`src/rtl/rc4_mem_init_if.sv`:
```
// Write port of the RC4 S-memory initialiser.
// Master drives write/address/data; the arbiter answers with wr_ready.
interface rc4_mem_init_if #(
  parameter int ADDR_W = 8,
  parameter int DATA_W = 8
);
  logic              write;
  logic [ADDR_W-1:0] address;
  logic [DATA_W-1:0] data;
  logic              wr_ready;

  modport master (
    output write,
    output address,
    output data,
    input  wr_ready
  );

  modport slave (
    input  write,
    input  address,
    input  data,
    output wr_ready
  );
endinterface

```
`src/rtl/rc4_mem_init.sv`:
```
// RC4 S-box initialiser: fills DEPTH entries with an identity,
// constant or descending pattern, honouring write backpressure.
module rc4_mem_init #(
  parameter int ADDR_W = 8,
  parameter int DATA_W = 8,
  parameter int DEPTH  = 256
) (
  input  logic              clk,
  input  logic              reset_n,
  input  logic              start,
  input  logic [1:0]        mode,
  input  logic [DATA_W-1:0] fill_val,
  input  logic              abort,
  input  logic              finished_shuffle,
  output logic              busy,
  output logic              finished,
  rc4_mem_init_if.master    mem
);

  localparam logic [1:0] S_IDLE = 2'd0;
  localparam logic [1:0] S_FILL = 2'd1;
  localparam logic [1:0] S_DONE = 2'd2;

  localparam logic [ADDR_W-1:0] LAST = ADDR_W'(DEPTH - 1);

  logic [1:0]        state_q, state_d;
  logic              start_q, start_d;
  logic [1:0]        mode_q, mode_d;
  logic [DATA_W-1:0] fv_q, fv_d;
  logic              write_q, write_d;
  logic [ADDR_W-1:0] addr_q, addr_d;
  logic [DATA_W-1:0] data_q, data_d;
  logic              busy_q, busy_d;
  logic              fin_q, fin_d;

  // Mode 11 is reserved and falls back to identity.
  function automatic logic [DATA_W-1:0] pat(
    input logic [ADDR_W-1:0] idx,
    input logic [1:0]        md,
    input logic [DATA_W-1:0] fv
  );
    logic [DATA_W-1:0] r;
    unique case (md)
      2'b01:   r = fv;
      2'b10:   r = DATA_W'(LAST - idx);
      default: r = DATA_W'(idx);
    endcase
    return r;
  endfunction

  always_comb begin
    state_d = state_q;
    start_d = start;
    mode_d  = mode_q;
    fv_d    = fv_q;
    write_d = write_q;
    addr_d  = addr_q;
    data_d  = data_q;
    busy_d  = busy_q;
    fin_d   = fin_q;
    unique case (1'b1)
      (state_q == S_IDLE): begin
        if (start && !start_q) begin
          state_d = S_FILL;
          mode_d  = mode;
          fv_d    = fill_val;
          addr_d  = '0;
          write_d = 1'b1;
          busy_d  = 1'b1;
          data_d  = pat('0, mode, fill_val);
        end
      end
      (state_q == S_FILL): begin
        if (abort) begin
          state_d = S_IDLE;
          write_d = 1'b0;
          busy_d  = 1'b0;
        end else if (write_q && mem.wr_ready) begin
          if (addr_q == LAST) begin
            state_d = S_DONE;
            write_d = 1'b0;
            busy_d  = 1'b0;
            fin_d   = 1'b1;
          end else begin
            addr_d = addr_q + 1'b1;
            data_d = pat(addr_q + 1'b1, mode_q, fv_q);
          end
        end
      end
      (state_q == S_DONE): begin
        if (finished_shuffle) begin
          state_d = S_IDLE;
          fin_d   = 1'b0;
        end
      end
      default: begin
        state_d = S_IDLE;
        write_d = 1'b0;
        busy_d  = 1'b0;
        fin_d   = 1'b0;
      end
    endcase
  end

  always_ff @(posedge clk or negedge reset_n) begin
    if (!reset_n) begin
      state_q <= S_IDLE;
      start_q <= 1'b0;
      mode_q  <= '0;
      fv_q    <= '0;
      write_q <= 1'b0;
      addr_q  <= '0;
      data_q  <= '0;
      busy_q  <= 1'b0;
      fin_q   <= 1'b0;
    end else begin
      state_q <= state_d;
      start_q <= start_d;
      mode_q  <= mode_d;
      fv_q    <= fv_d;
      write_q <= write_d;
      addr_q  <= addr_d;
      data_q  <= data_d;
      busy_q  <= busy_d;
      fin_q   <= fin_d;
    end
  end

  assign mem.write   = write_q;
  assign mem.address = addr_q;
  assign mem.data    = data_q;
  assign busy        = busy_q;
  assign finished    = fin_q;

endmodule
```
`src/flat_wrapper.sv`:
```
// flat-port wrapper written by rule: the top's interface ports become plain ports
module rc4_mem_init_flat 
#(
  parameter int ADDR_W = 8,
  parameter int DATA_W = 8,
  parameter int DEPTH  = 256
)
  (clk, reset_n, start, mode, fill_val, abort, finished_shuffle, busy, finished, mem_write, mem_address, mem_data, mem_wr_ready);
  rc4_mem_init_if #(.ADDR_W(ADDR_W), .DATA_W(DATA_W)) mem_i ();
  input  logic clk;
  input  logic reset_n;
  input  logic start;
  input  logic [1:0] mode;
  input  logic [DATA_W-1:0] fill_val;
  input  logic abort;
  input  logic finished_shuffle;
  output logic busy;
  output logic finished;
  output wire logic [$bits(mem_i.write)-1:0] mem_write;
  output wire logic [$bits(mem_i.address)-1:0] mem_address;
  output wire logic [$bits(mem_i.data)-1:0] mem_data;
  input wire logic [$bits(mem_i.wr_ready)-1:0] mem_wr_ready;
  assign mem_write = mem_i.write;
  assign mem_address = mem_i.address;
  assign mem_data = mem_i.data;
  assign mem_i.wr_ready = mem_wr_ready;
  rc4_mem_init #(.ADDR_W(ADDR_W), .DATA_W(DATA_W), .DEPTH(DEPTH)) u_core (.clk(clk), .reset_n(reset_n), .start(start), .mode(mode), .fill_val(fill_val), .abort(abort), .finished_shuffle(finished_shuffle), .busy(busy), .finished(finished), .mem(mem_i));
endmodule
```
`config.mk`:
```
export PLATFORM = sky130hd
export DESIGN_NAME = rc4_mem_init_flat
export DESIGN_NICKNAME = d
export VERILOG_FILES = /design/src/rtl/rc4_mem_init_if.sv /design/src/rtl/rc4_mem_init.sv /design/src/flat_wrapper.sv
export SDC_FILE = /design/constraint.sdc
export NUM_CORES = 1
export LEC_CHECK = 0
export ABC_AREA = 1
export CORE_ASPECT_RATIO = 0.9
export CORE_MARGIN = 1
export CORE_UTILIZATION = 41
export DETAILED_ROUTE_END_ITERATION = 8
export GPL_TIMING_DRIVEN = 0
export PLACE_DENSITY = 0.64
export SLEW_MARGIN = 0
export SYNTH_ARGS = -nofsm -noshare
export SYNTH_HDL_FRONTEND = slang
export SYNTH_SLANG_ARGS = --single-unit
```
`constraint.sdc`:
```
create_clock -name clk -period 1.8 [get_ports clk]
set_input_delay 0.36 -clock clk [delete_from_list [all_inputs] [get_ports clk]]
set_output_delay 0.36 -clock clk [all_outputs]
set_load 0.05 [all_outputs]
```
* Yosys cells after proc, flatten, opt, wreduce, memory -nomap -nowiden *
Index checks and enable logic that the tools add are counted.

storage, ports and cells
  output and inout bits = 19
  flip-flop bits (word level) = 31
  word-level logic and storage cells = 65

operators by class
  bitwise gates (word level) = 2
  reductions and logical operators = 10
  add/subtract/negate cells = 2
  eq/ne operators = 15
  multiplexer cells = 28

operators with widths
  kind                   count
  $mux W8                8
  $pmux W8 S2            4
  $ne A2 B2 Y1 const B   6
  $mux W2                5
  $reduce_and A5 Y1      2
  $add A8 B1 Y8 const B  1
  $eq A8 B8 Y1 const B   1
  $mux W1                8
  $reduce_and A4 Y1      2
  $sub A8 B8 Y8 const A  1
  $eq A2 B1 Y1 const B   3
  $eq A2 B2 Y1 const B   3
  $ne A3 B3 Y1 const B   2
  $pmux W1 S3            2
  $pmux W2 S3            1
  $logic_and A1 B1 Y1    2
  $logic_not A2 Y1       1
  $not A1 Y1             2
  $reduce_and A2 Y1      1
  $reduce_bool A2 Y1     1
  $logic_not A1 Y1       1

* Depth between registers and ports, before layout *
Gate-level depths: netlist (run 1).

  depth in word-level cells = 7
  mapped depth = 10

* Worst setup path after synthesis (run 1) *
Ideal clock, no wire load.

  kind = reg2reg
  from = reg u_core.addr_q[1] (netlist: u_core.mem.address[1])
  to = reg u_core.addr_q[1] (netlist: u_core.mem.address[1])
  library setup time = 0.074 ns
  stages on the path, launching flop included = 10
  arrival time = 1.715 ns
  required time = 1.726 ns
  setup slack = 0.011 ns
  clock period less this slack = 1.789 ns
  cell sequence = dfrtp_1 ha_1 nand2_1 nor2_2 nand3_2 nand2_2 buf_6 buf_12 nand2_2 o21ai_2

between the ends
  longest elaborated chain between the ends = 5
  elaborated cells between the ends (all ways) = 8

RTL lines
  item                    line                 source
  from (decl)             rc4_mem_init.sv:31   logic [ADDR_W-1:0] addr_q, addr_d;
  from (signal assigned)  rc4_mem_init.sv:122  addr_q <= addr_d;
  $add A8 B1 Y8           rc4_mem_init.sv:85   addr_d = addr_q + 1'b1;
  $mux W8                 rc4_mem_init.sv:79   if (addr_q == LAST) begin
  $mux W8                 rc4_mem_init.sv:78   end else if (write_q && mem.wr_ready) begin
  $mux W8                 rc4_mem_init.sv:74   if (abort) begin
  $pmux W8 S2             rc4_mem_init.sv:61   unique case (1'b1)

Parallel ways exist; a longest one is shown, timed or not. The select of a mux whose other input is x is not followed.
A chain may end at the register's enable or synchronous reset.

* Worst setup path after layout (run 1) *
  from = reg u_core.addr_q[5] (netlist: u_core.mem.address[5])
  to = out mem_address[5]

RTL lines
  item       line                source
  to (decl)  flat_wrapper.sv:20  output wire logic [$bits(mem_i.address)-1:0] mem_address;

No word-level cell between the ends.

==> results of run 1 <==
==> worst min path at each step <==
stage          slack, ns               endpoint      startpoint
5_1_grt             0.18  u_core.mem.address[2]         reset_n
6_report            0.12  u_core.mem.address[5]         reset_n
2_1_floorplan       0.06        u_core.finished         reset_n
3_3_place_gp        0.47         u_core.fv_q[0]  u_core.fv_q[0]
4_1_cts             0.15  u_core.mem.address[3]         reset_n
3_5_place_dp        0.46  u_core.mem.address[5]         reset_n
==> area by class of cell <==
type	count	area, µm²
flip-flops and latches	31	776
clock inverters	1	7.51
multi-input cells	177	947
inverters	22	85.1
plain buffers	9	81.3
well taps	62	77.6
repair buffers	34	327
fillers	441	2030
clock buffers	7	96.3
==> layer usage <==
layer | up-vias | part of all wire (%) | GRT usage [%]
met4 | 0 | 0.45 | 3.61
met5 | - | 0 | 0
met3 | 2 | 4.6 | 4.73
met2 | 43 | 44 | 29.2
met1 | 751 | 51 | 28.2
li1 | 857 | - | -
==> power breakdown <==
part / internal (mW) / total, mW / switching, mW / leakage (nW)
logic: 0.724 / 2.05 / 1.32 / 0.739
clock network: 0.348 / 0.620 / 0.272 / 0.0505
registers: 0.956 / 1.13 / 0.173 / 0.389
total: 2.03 / 3.80 / 1.77 / 1.18
==> registers in the layout, indices dropped and copies added, names as in the netlist <==
name and flops:
u_core.fv_q 8, u_core.mem.address 8, u_core.mem.data 8, u_core.mode_q 2
u_core.state_q 2, u_core.finished 1, u_core.mem.write 1, u_core.start_q 1
==> what timing repair did <==
item | CTS | global route
buffers inserted | 0 | 0
gates cloned | 0 | 0
gates resized for setup | 15 | 7
setup endpoints to repair | 15 | 20
==> Yosys cell counts (3+ instances only) <==
| master | instances |
|---|---|
| a21oi_1 | 21 |
| clkbuf_1 | 3 |
| dfrtp_1 | 31 |
| ha_1 | 5 |
| inv_1 | 18 |
| inv_2 | 3 |
| mux2_2 | 7 |
| nand2_1 | 64 |
| nand2_2 | 7 |
| nand3_1 | 17 |
| nor2_1 | 22 |
| o21ai_0 | 14 |
| o21ai_2 | 6 |
==> metrics by stage <==
step / instances / worst slack [ns] / setup TNS (ns) / utilization [%] / area [µm²]
6_report: 343 / 0.141 / 0 / 54.1 / 2400
2_1_floorplan: 241 / 0.0114 / 0 / - / 1880
4_1_cts: 345 / 0.0000440 / 0 / 53.8 / 2380
3_5_place_dp: 337 / -0.226 / -3.35 / 51.8 / 2300
3_3_place_gp: 337 / -0.265 / -11.14 / 51.9 / 2300
5_1_grt: 343 / 0.0309 / 0 / 54.1 / 2400
==> cell families after synthesis <==
family | count (synthesis) | share of synthesized area (%)
AO/OA/AOI/OAI | 44 | 12.9
adder cells (fa/ha/maj) | 5 | 3.32
multiplexers | 7 | 4.18
flip-flops | 31 | 41.2
AND/OR/NAND/NOR | 120 | 28.7
buffers and inverters | 33 | 9.23
XOR/XNOR | 1 | 0.465
==> summary.md, run 1 <==
| Metric | Value |
|---|---|
| Core ar. | `0.00443 mm²` |
| CTS tree | `done` |
| Gate Count Post-Synth | `241` |
| Worst-path clk slew | `0.07 ns` |
| Sequential cell area fraction in the yosys report | `41.2%` |
| Cell leakage power | `1.18 nW` |
| Peak VDD IR | `744 µV` |
| Max Clock Freq | `603 MHz` |
| Cts bufs inserted | `5` |
| Largest net degree at the start of global routing | `32` |
| Hold_ws | `0.120 ns` |
| DRC errors left | `2` |
| Power Total | `3.80 mW` |
| Number of synthesized flops with an enable pin | `0` |
| Area delta synth->final | `27.2%` |
| Vias | `1653` |
| Drt via density | `4.82` |
| Final Cycle Share | `92.2%` |
| Mapped Nets | `262` |
| Worst path cell trace | `dlygate4sd2_1` |
| Overflow after GRT | `0` |
| Rel. slew slack | `53.5%` |
| Clk_skew | `0.00368 ns` |
| Commonest non-fill, non-tap cell in the layout | `nand2_1` |
| Number of synthesized register bits | `31` |
| Largest stage delay, worst path | `0.56 ns` |
| Violated checks | `DRC` |
| DRT Pass-1 Iters | `6` |
| Pwr dens | `1580 mW/mm²` |
| Max Transition Viols Final | `0` |
| R2R Setup Slk | `0.21 ns` |
| Synth area leader | `dfrtp_1` |
| Final hold violations | `0` |
| # port buffers | `34` |
| CTS Buffer Depth | `2` |
| Hold Crit Class | `input port to async pin` |
| Worst setup path end | `mem_address[5]` |
| Num rows | `23` |
| Chip width | `73.5 µm` |
| Post-route ant nets | `0` |
| Die area | `0.00487 mm²` |
| Reg2reg start | `u_core.mode_q[0]` |
| Routed WL per cell | `12.3 µm` |
| CTS H-tree lvls | `2` |
| Depth of the most critical reg-to-reg path | `9` |
| Main synth FF type | `dfrtp_1` |
| Worst Tran Pin Value | `0.697 ns` |
| Crit path DAT | `1.30 ns` |
| Ant diodes | `0` |
| Crit path time final | `1.66 ns` |
| Levels on crit path | `1` |
| Share of cells above drive strength 1 | `16.7%` |
| CP top delay family | `buffers and inverters` |
| Start point of the critical path | `u_core.mem.address[5]` |
| Asr flop ratio synth | `100%` |
| Reg2reg end | `u_core.mem.data[1]` |
| Initial Utilization | `42.5%` |
| Root buffer cell | `clkbuf_8` |
| Worst path buffer plus inverter count | `1` |
| CP startpoint kind | `flip-flop` |
| Most frequent cells in the layout | `64 x nand2_1, 31 x dfrtp_1, 21 x a21oi_1` |
| Max Cap Viol | `0` |
| Worst-Skew Late Latency | `0.28 ns` |
| Syn_area_per_cell | `7.82 µm²` |
| RSZ-0062 raised after global routing | `false` |
| Library cells used by synthesis | `31` |
| Crit Path Class | `flip-flop to primary output` |
| # clock sinks | `31` |
| NumNets Final | `301` |
| CP max FO | `7` |
| Outcome | `complete, but fails checks` |
| Area share of the largest cell type after synthesis | `41.2%` |
| Antenna violations before repair | `0` |
| RD Place Congestion | `0.820` |
| Worst EP required | `1.44 ns` |
| Syn. warnings | `0` |
| Vias in the first global route | `1557` |
| Worst setup EP type | `primary output` |
| # IOs | `35` |
| Area contributors post-synth | `dfrtp_1 41%, nand2_1 13%, a21oi_1 5.6%, nand3_1 4.5%, nor2_1 4.4%` |
| # setup viols final | `0` |
| GRT Overall Usage | `19.4%` |
| Height of the die | `66.3 µm` |
| DRT iter0 DRCs | `95` |
| Synth Cell Area | `0.00188 mm²` |
| CP max stage cell | `dlygate4sd2_1` |
| DRT Wirelength | `4.21 mm` |
| Post-CTS Hold Buffers | `0` |
| DP Wirelength | `3.18 mm` |
| First-pass GRT wire length | `7.13 mm` |
No activity file was read; power rests on OpenSTA's default activity.
==> inputs of run 2 (changes only) <==
- CAP_MARGIN: unset -> 5
- CORE_UTILIZATION: 41 -> 52
- PLACE_DENSITY: 0.64 -> 0.79
==> run 2 against run 1 <==
Effect of this change: the run now ends clean; die area is 21% lower; maximum frequency decreased by 2.7%; critical path depth grew 9; non-clock buffer count is 1 higher; core utilization rose by 16 points; hold slack gained 0.37 ns; clock power grew 16%; count of clock-buffer cells in the layout decreased by 1; largest cell class unchanged.
==> summary.md, run 2 (synthesis gave the netlist of run 1 again) <==
| Metric | Value |
|---|---|
| CTS H-tree lvls | `2` |
| Overflow after GRT | `0` |
| DP Worst Slack | `-0.215 ns` |
| Vias in the first global route | `1641` |
| CP max FO | `10` |
| # clock sinks | `31` |
| Multi-input gate area | `945 µm²` |
| Worst-Skew Late Latency | `0.29 ns` |
| Rel. slew slack | `51.9%` |
| Final Cycle Share | `94.7%` |
| Worst EP required | `1.98 ns` |
| Ant diodes | `0` |
| Crit path time final | `1.70 ns` |
| Pwr dens | `1620 mW/mm²` |
| # setup viols final | `0` |
| Most frequent cells in the layout | `64 x nand2_1, 31 x dfrtp_1, 21 x nor2_1, 21 x a21oi_1, 18 x inv_1` |
| Num rows | `20` |
| Commonest non-fill, non-tap cell in the layout | `nand2_1` |
| Max Clock Freq | `587 MHz` |
| # IOs | `35` |
| Max Cap Viol | `0` |
| Worst setup EP type | `flip-flop` |
| DRT Wirelength | `4.22 mm` |
| DRC errors left | `0` |
| Area after DPL | `0.00231 mm²` |
| Clk_skew | `0.00534 ns` |
| Vias | `1692` |
| Area delta synth->final | `28.4%` |
| CTS tree | `done` |
| Outcome | `finished, final reports clean` |
| # fillers | `288` |
| DRT iter0 DRCs | `161` |
| NumNets Final | `302` |
| Worst Tran Pin Value | `0.719 ns` |
| Dpl cells | `320` |
| Chip width | `65.5 µm` |
| Crit Path Class | `input port to flip-flop` |
| Height of the die | `59.1 µm` |
| Final hold violations | `0` |
| Initial Utilization | `55.0%` |
| GRT Overall Usage | `26.1%` |
| Final Non-Filler Cells | `326` |
| Max Transition Viols Final | `0` |
| Worst-path clk slew | `0.07 ns` |
| Drt via density | `5.19` |
| Hold Crit Class | `flip-flop to flip-flop` |
| Core ar. | `0.00343 mm²` |
| Routed WL per cell | `12.9 µm` |
| Cts bufs inserted | `5` |
| Cell leakage power | `1.20 nW` |
| Antenna violations before repair | `0` |
| Power Total | `3.91 mW` |
| Sequential cell area | `776 µm²` |
| Final worst slack | `0.0954 ns` |
| DRT Pass-1 Iters | `5` |
| First-pass GRT wire length | `7.46 mm` |
| Die area | `0.00387 mm²` |
| Peak VDD IR | `937 µV` |
| Crit path DAT | `1.88 ns` |
| Share of cells above drive strength 1 | `16.3%` |
| CP startpoint kind | `input port` |
| Post-route ant nets | `0` |
| Largest net degree at the start of global routing | `20` |
| RD Place Congestion | `0.867` |
| # port buffers | `34` |
| CTS Buffer Depth | `2` |
| Post-CTS Hold Buffers | `0` |
| DP Wirelength | `3.14 mm` |
| Root buffer cell | `clkbuf_8` |
| Post-route cell area | `0.00242 mm²` |
==> run 2: cell type report <==
type,count,share of cell area [%]
Multi-Input combinational cell,177,39.1
Inverter,22,3.52
Timing Repair Buffer,35,14.8
Clock inverter,2,1.45
Sequential cell,31,32.1
Tap cell,44,2.28
Clock buffer,6,3.41
Buffer,9,3.36
==> run 2: worst max-delay path, stage by stage <==
cell and delay [ns]:
clkdlybuf4s50_1 0.47, inv_1 0.04, nor2_1 0.21, nand3_4 0.19
o21ai_2 0.12, nand2_2 0.08, buf_6 0.15, buf_12 0.15
nand2_2 0.05, o21ai_2 0.04
==> run 2: timing repair <==
| action | CTS | global route |
|---|---|---|
| setup buffers | 0 | 0 |
| gates resized for setup | 15 | 6 |
| setup endpoints to repair | 15 | 16 |
==> run 2: final timing paths <==
path	from	endpoint	slack, ns	depth (start not counted)
setup / recovery	start	u_core.mem.address[1]	0.1	10
max in group asynchronous	reset_n	u_core.mem.address[1]	0.76	2
hold reg to reg	u_core.mem.data[2]	u_core.mem.data[2]	0.49	2
min in group asynchronous	reset_n	u_core.fv_q[2]	0.50	1
setup reg to reg	u_core.mode_q[0]	u_core.mem.data[1]	0.21	9
hold / removal	u_core.mem.data[2]	u_core.mem.data[2]	0.49	2
==> run 2: power breakdown <==
part           total, mW  internal, mW  switching, mW
clock network      0.721         0.448          0.273
registers           1.13         0.956          0.171
logic               2.07         0.734           1.33
==> run 2: per-layer routing <==
metal | global-route usage [%] | share of wire (%) | wire, µm | vias to the layer above
li1 | - | - | - | 856
met1 | 35.7 | 47 | 1990 | 773
met2 | 40.9 | 45 | 1910 | 57
met3 | 5.96 | 6.3 | 264 | 6
met4 | 8.70 | 1.2 | 51 | 0
met5 | 0 | 0 | 0 | -
==> run 2: per-stage QoR <==
step / hold slack [ns] / util [%] / setup TNS [ns]
after detailed placement: 0.479 / 67.3 / -3.25
after floorplan: 0.0644 / - / 0
after global placement: 0.468 / 66.5 / -9.14
after CTS: 0.496 / 70.2 / 0
final: 0.494 / 70.5 / 0
after global routing: 0.512 / 70.5 / -0.0935
==> inputs of run 3 (changes only) <==
- ABC_CLOCK_PERIOD_IN_PS: unset -> 1800
- SETUP_SLACK_MARGIN: unset -> 0.1
==> run 3 against run 2 <==
Effect of this change: sequential power about the same; sequential share of layout area up 0.65 points; die area unchanged; critical path type is now flip-flop to primary output; largest cell class unchanged; highest routed layer unchanged.
==> summary.md, run 3 (synthesis gave the netlist of run 1 again) <==
| Metric | Value |
|---|---|
| Outcome | `finished, final reports clean` |
| # port buffers | `34` |
| Peak VDD IR | `921 µV` |
| Hold Crit Class | `input port to async pin` |
| CP startpoint kind | `flip-flop` |
| Core ar. | `0.00343 mm²` |
| CP max FO | `6` |
| Reg2reg end | `u_core.mem.data[1]` |
| Final hold violations | `0` |
| Pwr dens | `1560 mW/mm²` |
| Util after Layout | `69.4%` |
| Height of the die | `59.1 µm` |
| Worst EP required | `1.44 ns` |
| Worst path buffer plus inverter count | `1` |
| Max Clock Freq | `602 MHz` |
| # setup viols final | `0` |
| R2R Setup Slk | `0.18 ns` |
| DP Wirelength | `3.22 mm` |
| # IOs | `35` |
| Final Non-Filler Cells | `327` |
| Post-CTS Hold Buffers | `0` |
| Worst-path clk slew | `0.06 ns` |
| Setup TNS | `0 ns` |
| Power Total | `3.71 mW` |
| DP Worst Slack | `-0.234 ns` |
| Cell leakage power | `1.14 nW` |
| Root buffer cell | `clkbuf_8` |
| Die area | `0.00387 mm²` |
| First-pass GRT wire length | `7.16 mm` |
| GRT Overall Usage | `25.1%` |
| Commonest non-fill, non-tap cell in the layout | `nand2_1` |
| Post-route ant nets | `0` |
| CP top delay family | `buffers and inverters` |
| RSZ-0062 raised after global routing | `true` |
| DRT Wirelength | `4.20 mm` |
| # clock sinks | `31` |
| RD Place Congestion | `0.869` |
| Max Cap Viol | `0` |
| Worst Tran Pin Value | `0.679 ns` |
| Rel. slew slack | `54.6%` |
| # fillers | `294` |
| Final Cycle Share | `92.3%` |
| Ant diodes | `0` |
| Worst-Skew Late Latency | `0.29 ns` |
| CTS Buffer Depth | `2` |
| Drt via density | `5.23` |
| Reg2reg start | `u_core.mode_q[0]` |
| DRT Pass-1 Iters | `4` |
| Max Transition Viols Final | `0` |
| Final worst slack | `0.139 ns` |
| CTS tree | `done` |
| CTS H-tree lvls | `2` |
| DRT iter0 DRCs | `149` |
| Antenna violations before repair | `0` |
| Depth of the most critical reg-to-reg path | `9` |
| Vias in the first global route | `1625` |
| Dpl cells | `320` |
| Routed WL per cell | `12.8 µm` |
| Largest stage delay, worst path | `0.56 ns` |
| Area delta synth->final | `26.2%` |
| Most frequent cells in the layout | `64 x nand2_1, 29 x dfrtp_1, 21 x a21oi_1` |
| Crit Path Class | `flip-flop to primary output` |
| CP max stage cell | `dlygate4sd2_1` |
| Share of cells above drive strength 1 | `17.3%` |
| Num rows | `20` |
| Largest net degree at the start of global routing | `20` |
| Crit path DAT | `1.30 ns` |
| Worst path cell trace | `dlygate4sd2_1` |
| Initial Utilization | `55.0%` |
| Clk_skew | `0.00191 ns` |
| Sequential cell area | `778 µm²` |
| Worst setup EP type | `primary output` |
| Cts bufs inserted | `5` |
| Crit path time final | `1.66 ns` |
| Vias | `1709` |
| Chip width | `65.5 µm` |
| NumNets Final | `303` |
| Overflow after GRT | `0` |
| Multi-input gate area | `940 µm²` |
| DRC errors left | `0` |
[run 3: per-stage QoR]
stage / area [µm²] / hold slack, ns
final: 2380 / 0.484
after global placement: 2280 / 0.467
after global routing: 2380 / 0.511
after floorplan: 1890 / 0.0644
after detailed placement: 2310 / 0.474
after CTS: 2370 / 0.490
[run 3: how the worst max path moves through the flow]
| stage | from | end | slack (ns) | cells after the start |
|---|---|---|---|---|
| after floorplan | u_core.mem.address[7] | u_core.mem.address[2] | 0.17 | 8 |
| after global placement | reset_n | u_core.mem.address[1] | -0.32 | 1 |
| after detailed placement | start | u_core.mem.address[1] | -0.23 | 10 |
| after CTS | mode[0] | u_core.mem.data[6] | 0.11 | 8 |
| after global routing | u_core.mode_q[0] | u_core.mem.data[1] | 0.04 | 9 |
| final | u_core.mem.address[6] | mem_address[6] | 0.14 | 1 |
[run 3: metal layers]
layer	wire, µm	vias up	GRT usage [%]
li1	-	861	-
met1	1940	777	31.8
met2	1900	63	41.1
met3	281	8	7.69
met4	80	0	8.39
met5	0	-	0
[run 3: layout make-up]
class,instances,area share [%]
buffer,9,3.42
clock buffer,6,3.05
clock inverter,2,0.526
inverter,22,3.58
multi-input combinational,177,39.5
sequential,31,32.7
tap,44,2.31
timing repair buffer,36,14.9
[run 3: where the power goes]
part           switching (mW)  leakage, nW  total (mW)  internal, mW
sequential              0.174        0.386        1.13         0.959
combinational            1.34        0.718        2.05         0.712
clock                   0.261       0.0412       0.530         0.269
total                    1.77         1.14        3.71          1.94
[run 3: what timing repair did]
action / 4_1_cts / 5_1_grt
pin swaps: 1 / 0
resized for setup: 19 / 6
buffers inserted: 1 / 0
setup endpoints to repair: 30 / 12
